## config.mk

```make
export PLATFORM = sky130hd
export DESIGN_NAME = load_store_unit
export DESIGN_NICKNAME = d
export VERILOG_FILES = /design/src/rtl/lsu_pkg.sv /design/src/rtl/lsu_lane_unit.sv /design/src/rtl/load_store_unit.sv
export SDC_FILE = /design/constraint.sdc
export NUM_CORES = 1
export LEC_CHECK = 0
export ABC_AREA = 1
export CORE_ASPECT_RATIO = 0.6
export CORE_MARGIN = 5
export CORE_UTILIZATION = 41
export DETAILED_ROUTE_END_ITERATION = 10
export GPL_TIMING_DRIVEN = 0
export HOLD_SLACK_MARGIN = 0.1
export PLACE_DENSITY = 0.75
export SLEW_MARGIN = 10
export SYNTH_ARGS = -nofsm -noshare
export SYNTH_HDL_FRONTEND = slang
export SYNTH_SLANG_ARGS = --single-unit
```

## constraint.sdc

```tcl
create_clock -name clock -period 6.8 [get_ports clock]
set_input_delay 1.36 -clock clock [delete_from_list [all_inputs] [get_ports clock]]
set_output_delay 1.36 -clock clock [all_outputs]
set_load 0.02 [all_outputs]
```

## src/rtl/lsu_pkg.sv

```systemverilog
// Shared types and funct3 decode for the load/store unit.
// Used by load_store_unit and lsu_lane_unit.
package lsu_pkg;

    typedef enum logic [1:0] {
        IDLE,
        READ,
        WRITE,
        RESP
    } lsu_state_t;

    localparam logic [2:0] F3_B  = 3'b000;
    localparam logic [2:0] F3_H  = 3'b001;
    localparam logic [2:0] F3_W  = 3'b010;
    localparam logic [2:0] F3_D  = 3'b011;
    localparam logic [2:0] F3_BU = 3'b100;
    localparam logic [2:0] F3_HU = 3'b101;
    localparam logic [2:0] F3_WU = 3'b110;

    function automatic logic [3:0] size_bytes(input logic [2:0] funct3);
        case (funct3[1:0])
            2'b00:   return 4'd1;
            2'b01:   return 4'd2;
            2'b10:   return 4'd4;
            default: return 4'd8;
        endcase
    endfunction

endpackage

```

## src/rtl/lsu_lane_unit.sv

```systemverilog
// Byte-lane datapath: load extract/extend and sub-word store merge.
// Purely combinational.
module lsu_lane_unit
    import lsu_pkg::*;
(
    input  logic [63:0] rbuf,
    input  logic [63:0] wdata,
    input  logic [2:0]  funct3,
    input  logic [2:0]  offset,
    output logic [63:0] load_data,
    output logic [63:0] merge_data
);

    logic [5:0]  shamt;
    logic [63:0] lane;
    logic [63:0] mask;

    assign shamt = {offset, 3'b000};
    assign lane  = rbuf >> shamt;

    always_comb begin
        load_data = '0;
        case (funct3)
            F3_B:    load_data = {{56{lane[7]}}, lane[7:0]};
            F3_H:    load_data = {{48{lane[15]}}, lane[15:0]};
            F3_W:    load_data = {{32{lane[31]}}, lane[31:0]};
            F3_D:    load_data = lane;
            F3_BU:   load_data = {56'd0, lane[7:0]};
            F3_HU:   load_data = {48'd0, lane[15:0]};
            F3_WU:   load_data = {32'd0, lane[31:0]};
            default: load_data = '0;
        endcase
    end

    always_comb begin
        mask = '1;
        case (funct3[1:0])
            2'b00:   mask = 64'h0000_0000_0000_00FF;
            2'b01:   mask = 64'h0000_0000_0000_FFFF;
            2'b10:   mask = 64'h0000_0000_FFFF_FFFF;
            default: mask = '1;
        endcase
    end

    assign merge_data = (rbuf & ~(mask << shamt))
                      | ((wdata & mask) << shamt);

endmodule

```

## src/rtl/load_store_unit.sv

```systemverilog
// Load/store FSM between execute and a 64-bit data memory.
// Define LSU_MISALIGN_CHECK_EN to fault misaligned accesses.
module load_store_unit
    import lsu_pkg::*;
#(
    parameter int MEM_WORDS = 1024
) (
    input  logic        clock,
    input  logic        reset,
    input  logic        req_valid,
    output logic        req_ready,
    input  logic        req_write,
    input  logic [2:0]  req_funct3,
    input  logic [63:0] req_addr,
    input  logic [63:0] req_wdata,
    output logic        resp_valid,
    output logic [63:0] resp_rdata,
    output logic        resp_err,
    output logic        MemRead,
    output logic        MemWrite,
    output logic [63:0] DataAdr,
    output logic [63:0] WriteAddr,
    output logic [63:0] WriteData,
    input  logic [63:0] MemOut
);

    lsu_state_t  state, state_n;
    logic        write_q;
    logic        err_q;
    logic [2:0]  funct3_q;
    logic [63:0] addr_q;
    logic [63:0] wdata_q;
    logic [63:0] rbuf;

    logic        bad_funct3;
    logic        out_of_range;
    logic        misaligned;
    logic        req_err;
    logic        req_sd;
    logic [2:0]  offset;
    logic [63:0] load_data;
    logic [63:0] merge_data;

    assign bad_funct3 = req_write ? req_funct3[2]
                                  : (req_funct3 == 3'b111);
    assign out_of_range = req_addr[63:3] >= 61'(MEM_WORDS);

`ifdef LSU_MISALIGN_CHECK_EN
    assign misaligned =
        |(req_addr[2:0] & 3'(size_bytes(req_funct3) - 4'd1));
`else
    assign misaligned = 1'b0;
`endif

    assign req_err = bad_funct3 | out_of_range | misaligned;
    assign req_sd  = req_write & (req_funct3 == F3_D);

    // Round the lane down to natural alignment; no-op when checked.
    assign offset = addr_q[2:0]
                  & ~3'(size_bytes(funct3_q) - 4'd1);

    lsu_lane_unit u_lane (
        .rbuf       (rbuf),
        .wdata      (wdata_q),
        .funct3     (funct3_q),
        .offset     (offset),
        .load_data  (load_data),
        .merge_data (merge_data)
    );

    always_ff @(posedge clock or posedge reset) begin
        if (reset) begin
            state    <= IDLE;
            write_q  <= 1'b0;
            err_q    <= 1'b0;
            funct3_q <= '0;
            addr_q   <= '0;
            wdata_q  <= '0;
            rbuf     <= '0;
        end else begin
            state <= state_n;
            if (state == IDLE && req_valid) begin
                write_q  <= req_write;
                err_q    <= req_err;
                funct3_q <= req_funct3;
                addr_q   <= req_addr;
                wdata_q  <= req_wdata;
            end
            if (state == READ) begin
                rbuf <= MemOut;
            end
        end
    end

    always_comb begin
        state_n    = state;
        req_ready  = 1'b0;
        resp_valid = 1'b0;
        resp_err   = 1'b0;
        resp_rdata = '0;
        MemRead    = 1'b0;
        MemWrite   = 1'b0;
        unique case (state)
            IDLE: begin
                req_ready = 1'b1;
                if (req_valid) begin
                    if (req_err)     state_n = RESP;
                    else if (req_sd) state_n = WRITE;
                    else             state_n = READ;
                end
            end
            READ: begin
                MemRead = 1'b1;
                state_n = write_q ? WRITE : RESP;
            end
            WRITE: begin
                MemWrite = 1'b1;
                state_n  = RESP;
            end
            RESP: begin
                resp_valid = 1'b1;
                resp_err   = err_q;
                if (!write_q && !err_q) resp_rdata = load_data;
                state_n = IDLE;
            end
            default: state_n = IDLE;
        endcase
    end

    assign DataAdr   = {addr_q[63:3], 3'b000};
    assign WriteAddr = {addr_q[63:3], 3'b000};
    assign WriteData = (funct3_q == F3_D) ? wdata_q : merge_data;

endmodule
```

==> flow_metrics.py <==
metrics = {
    "status": {
        "status": "completed",
    },
    "setup_path": {
        "crit_required_ns": 5.44,
        "cp_num_buf_inv": 4,
        "critPathCaptureType": "output port",
        "regToRegStartpoint": "state[1]",
        "regToRegSetupSlack_ns": 3.81,
        "critPathTopFamily": "buffers and inverters",
        "path_common_cell": "nand2_1",
        "path_max_fanout": 10,
        "worstSetupPathType": "reg -> out",
        "reg2reg_to": "rbuf[29]",
        "cp_slowest_cell": "clkbuf_1",
        "rr_worst_depth": 7,
        "crit_arrival_ns": 3.84,
        "max_stage_delay_ns": 0.62,
        "cp_cell_sequence": "buf_6 > nor2_4 > buf_2 > clkbuf_1 > nand2_1 > nand2_1 > o21ai_0 > nor2_1 > clkdlybuf4s50_1",
        "cp-start-kind": "register",
    },
    "timing": {
        "max_freq_ghz": 0.1925,
        "worstMarginPinSlew_ns": 0.9135,
        "hold_viol": 0,
        "fin_crit_ns": 5.196,
        "drv_slew": 0,
        "rsz0062_at_grt": "false",
        "relSlewSlack_pct": 38.45,
        "fin_worst_skew_ns": 0.01390,
        "period_share_pct": 76.41,
        "setup_viol": 0,
    },
    "global_routing": {
        "grt_pass1_vias": 13614,
        "grt_overflow": 0,
        "antenna_found_initial": 5,
        "grt_pass1_wl_um": 88840,
        "track_usage_pct": 36.07,
        "grt_max_degree": 74,
    },
    "synth": {
        "synth.avg_cell_area_sq_um": 6.974,
        "ys_seq_area_share_pct": 40.41,
        "synth-seq-cells": 199,
        "syn_area_sq_um": 12320,
        "yosys-top-cells-area": "dfrtp_1 40%, nand2_1 18%, o21ai_0 8.5%, buf_4 8.2%, inv_1 4.9%",
        "synth_cell_types": 34,
        "yosys_warnings": 0,
        "synth_top_area_share_pct": 40.41,
        "syn_inst": 1767,
        "yosysTopAreaCell": "dfrtp_1",
    },
    "hold_path": {
        "hp-start": "wdata_q[21]",
        "hold_depth": 2,
        "hold_path.class": "reg -> reg",
        "hold_end": "wdata_q[21]",
    },
    "place": {
        "port_buffers": 453,
        "place_area_sq_um": 17450,
        "place.gp.congestion": 1.082,
        "hpwlAfterDp_um": 52080,
    },
    "drt": {
        "wire_per_inst_um": 23.46,
        "viasPerCell": 5.450,
        "first_pass_iters": 6,
        "drc_errors": 0,
        "ant_nets": 0,
        "routed_wl_um": 62630,
        "vias": 14551,
        "drtIter0Drc": 2059,
    },
    "floorplanning": {
        "ios": 460,
        "core_sq_um": 29800,
        "start_util_pct": 41.36,
        "dieHeight_um": 144.3,
        "rows": 49,
        "fp.dieW_um": 233.8,
        "die_area_sq_um": 33740,
    },
    "clock_tree": {
        "clock_sinks": 199,
        "cts_tree": "yes",
        "clkSlewWorstSetupHoldPaths_ns": 0.07,
        "postCtsResizedCells": 0,
        "clockRootBuffer": "clkbuf_16",
        "htreeDepth": 4,
        "ctsHoldBuffers": 0,
        "post-cts-setup-buffers": 0,
        "cts_max_path_buffers": 2,
        "cts_buffers": 17,
        "clock_latency_ns": 0.46,
    },
    "job": {
        "maxCapViolCount": 0,
    },
    "finish": {
        "layout.nets": 2449,
        "drive_gt1_share_pct": 9.429,
        "fillers": 2786,
        "fin_area_sq_um": 18040,
        "area_delta_synth_final_pct": 46.39,
    },
    "power_and_ir_drop": {
        "ir_drop_v": 0.0003705,
        "powerDensity_nw_per_um2": 608.9,
        "power_mw": 10.98,
        "p_leak_nw": 8.391,
    },
}
[flip-flops by register name, indices dropped and copies added, names as in the netlist]
signal,flops
addr_q,64
rbuf,64
wdata_q,64
funct3_q,3
state,2
err_q,1
write_q,1
[stage by stage]
step	hold WS, ns	worst slack (ns)	util [%]	TNS (ns)	instances
after floorplan	0.4492	0.01434	-	0	1772
after global placement	0.4644	-2.628	58.35	-519.90	2633
after detailed placement	0.4714	2.304	58.56	0	2635
after CTS	0.4894	1.813	60.52	0	2667
after global routing	0.5239	1.583	60.54	0	2669
final	0.4880	1.604	60.54	0	2670
[worst register-to-register path: stages (launching register included)]
cell	delay, ns
dfrtp_1	0.40
inv_1	0.12
ha_1	0.27
clkbuf_1	0.66
clkbuf_1	0.68
clkbuf_1	0.49
nand2_1	0.16
o21ai_0	0.12
[Yosys cell counts (all sizes together)]
| master | instances |
|---|---|
| dfrtp | 199 |
| o211ai | 14 |
| nor4 | 4 |
| a22oi | 9 |
| o22ai | 6 |
| conb | 1 |
| o21ai | 245 |
| ha | 4 |
| nand2 | 580 |
| nand4 | 4 |
| nand3 | 103 |
| a21oi | 34 |
| buf | 172 |
| inv | 163 |
| a31oi | 3 |
| a221oi | 1 |
| o221ai | 23 |
| mux2 | 1 |
| clkbuf | 62 |
| nor2 | 133 |
| nor3 | 5 |
| or2 | 1 |
[metal layers]
layer	vias up	share of wire [%]	track usage (%)
met5	-	0.021	0
met1	7036	43	52.84
met4	2	1.9	7.101
li1	6471	-	-
met3	104	14	13.97
met2	938	41	50.87
[where the power goes]
group / total, mW / leakage (nW) / internal [mW] / switching (mW)
Clock: 1.04 / 0.285 / 0.544 / 0.500
Combinational: 7.79 / 5.64 / 2.86 / 4.93
Sequential: 2.15 / 2.46 / 1.75 / 0.397
[cell type report]
type                       instances  area [sq um]  share of cell area [%]
sequential                       199          4980                   27.60
timing repair buffer             455          4589                   25.44
inverter                         163         619.3                   3.433
tap                              408         510.5                   2.830
clock inverter                    11         112.6                  0.6242
clock buffer                      21         470.5                   2.608
multi-input combinational       1176          5298                   29.37
buffer                           234          1453                   8.052
antenna                            3         7.507                 0.04161
[cell usage in the layout (no fill, tap or decap), drive strengths merged, types with 5 or more instances in the layout]
cell / n
a21oi: 34
a22oi: 9
buf: 174
clkbuf: 83
clkdlybuf4s50: 453
conb: 6
dfrtp: 199
inv: 169
nand2: 580
nand3: 103
nor2: 133
nor3: 5
o211ai: 14
o21ai: 245
o221ai: 23
o22ai: 6
[worst max path at each step]
stage	startpoint	end	slack, ns	cells past startpoint
after floorplan	reset	addr_q[0]	0.01	1
after global placement	reset	rbuf[8]	-2.63	2
after detailed placement	funct3_q[1]	resp_rdata[0]	2.30	9
after CTS	funct3_q[1]	resp_rdata[0]	1.81	9
after global routing	funct3_q[1]	resp_rdata[0]	1.58	9
final	funct3_q[1]	resp_rdata[0]	1.60	9
[logic make-up after synthesis]
kind of cell | synth area share [%]
AOI/OAI and AO/OA | 15.16
adders and majority gates | 0.4061
buffers and inverters | 16.75
DFF | 40.41
muxes | 0.09137
other | 0.03043
and+or+nand+nor | 27.15
Power figures use the tool's default switching activity.
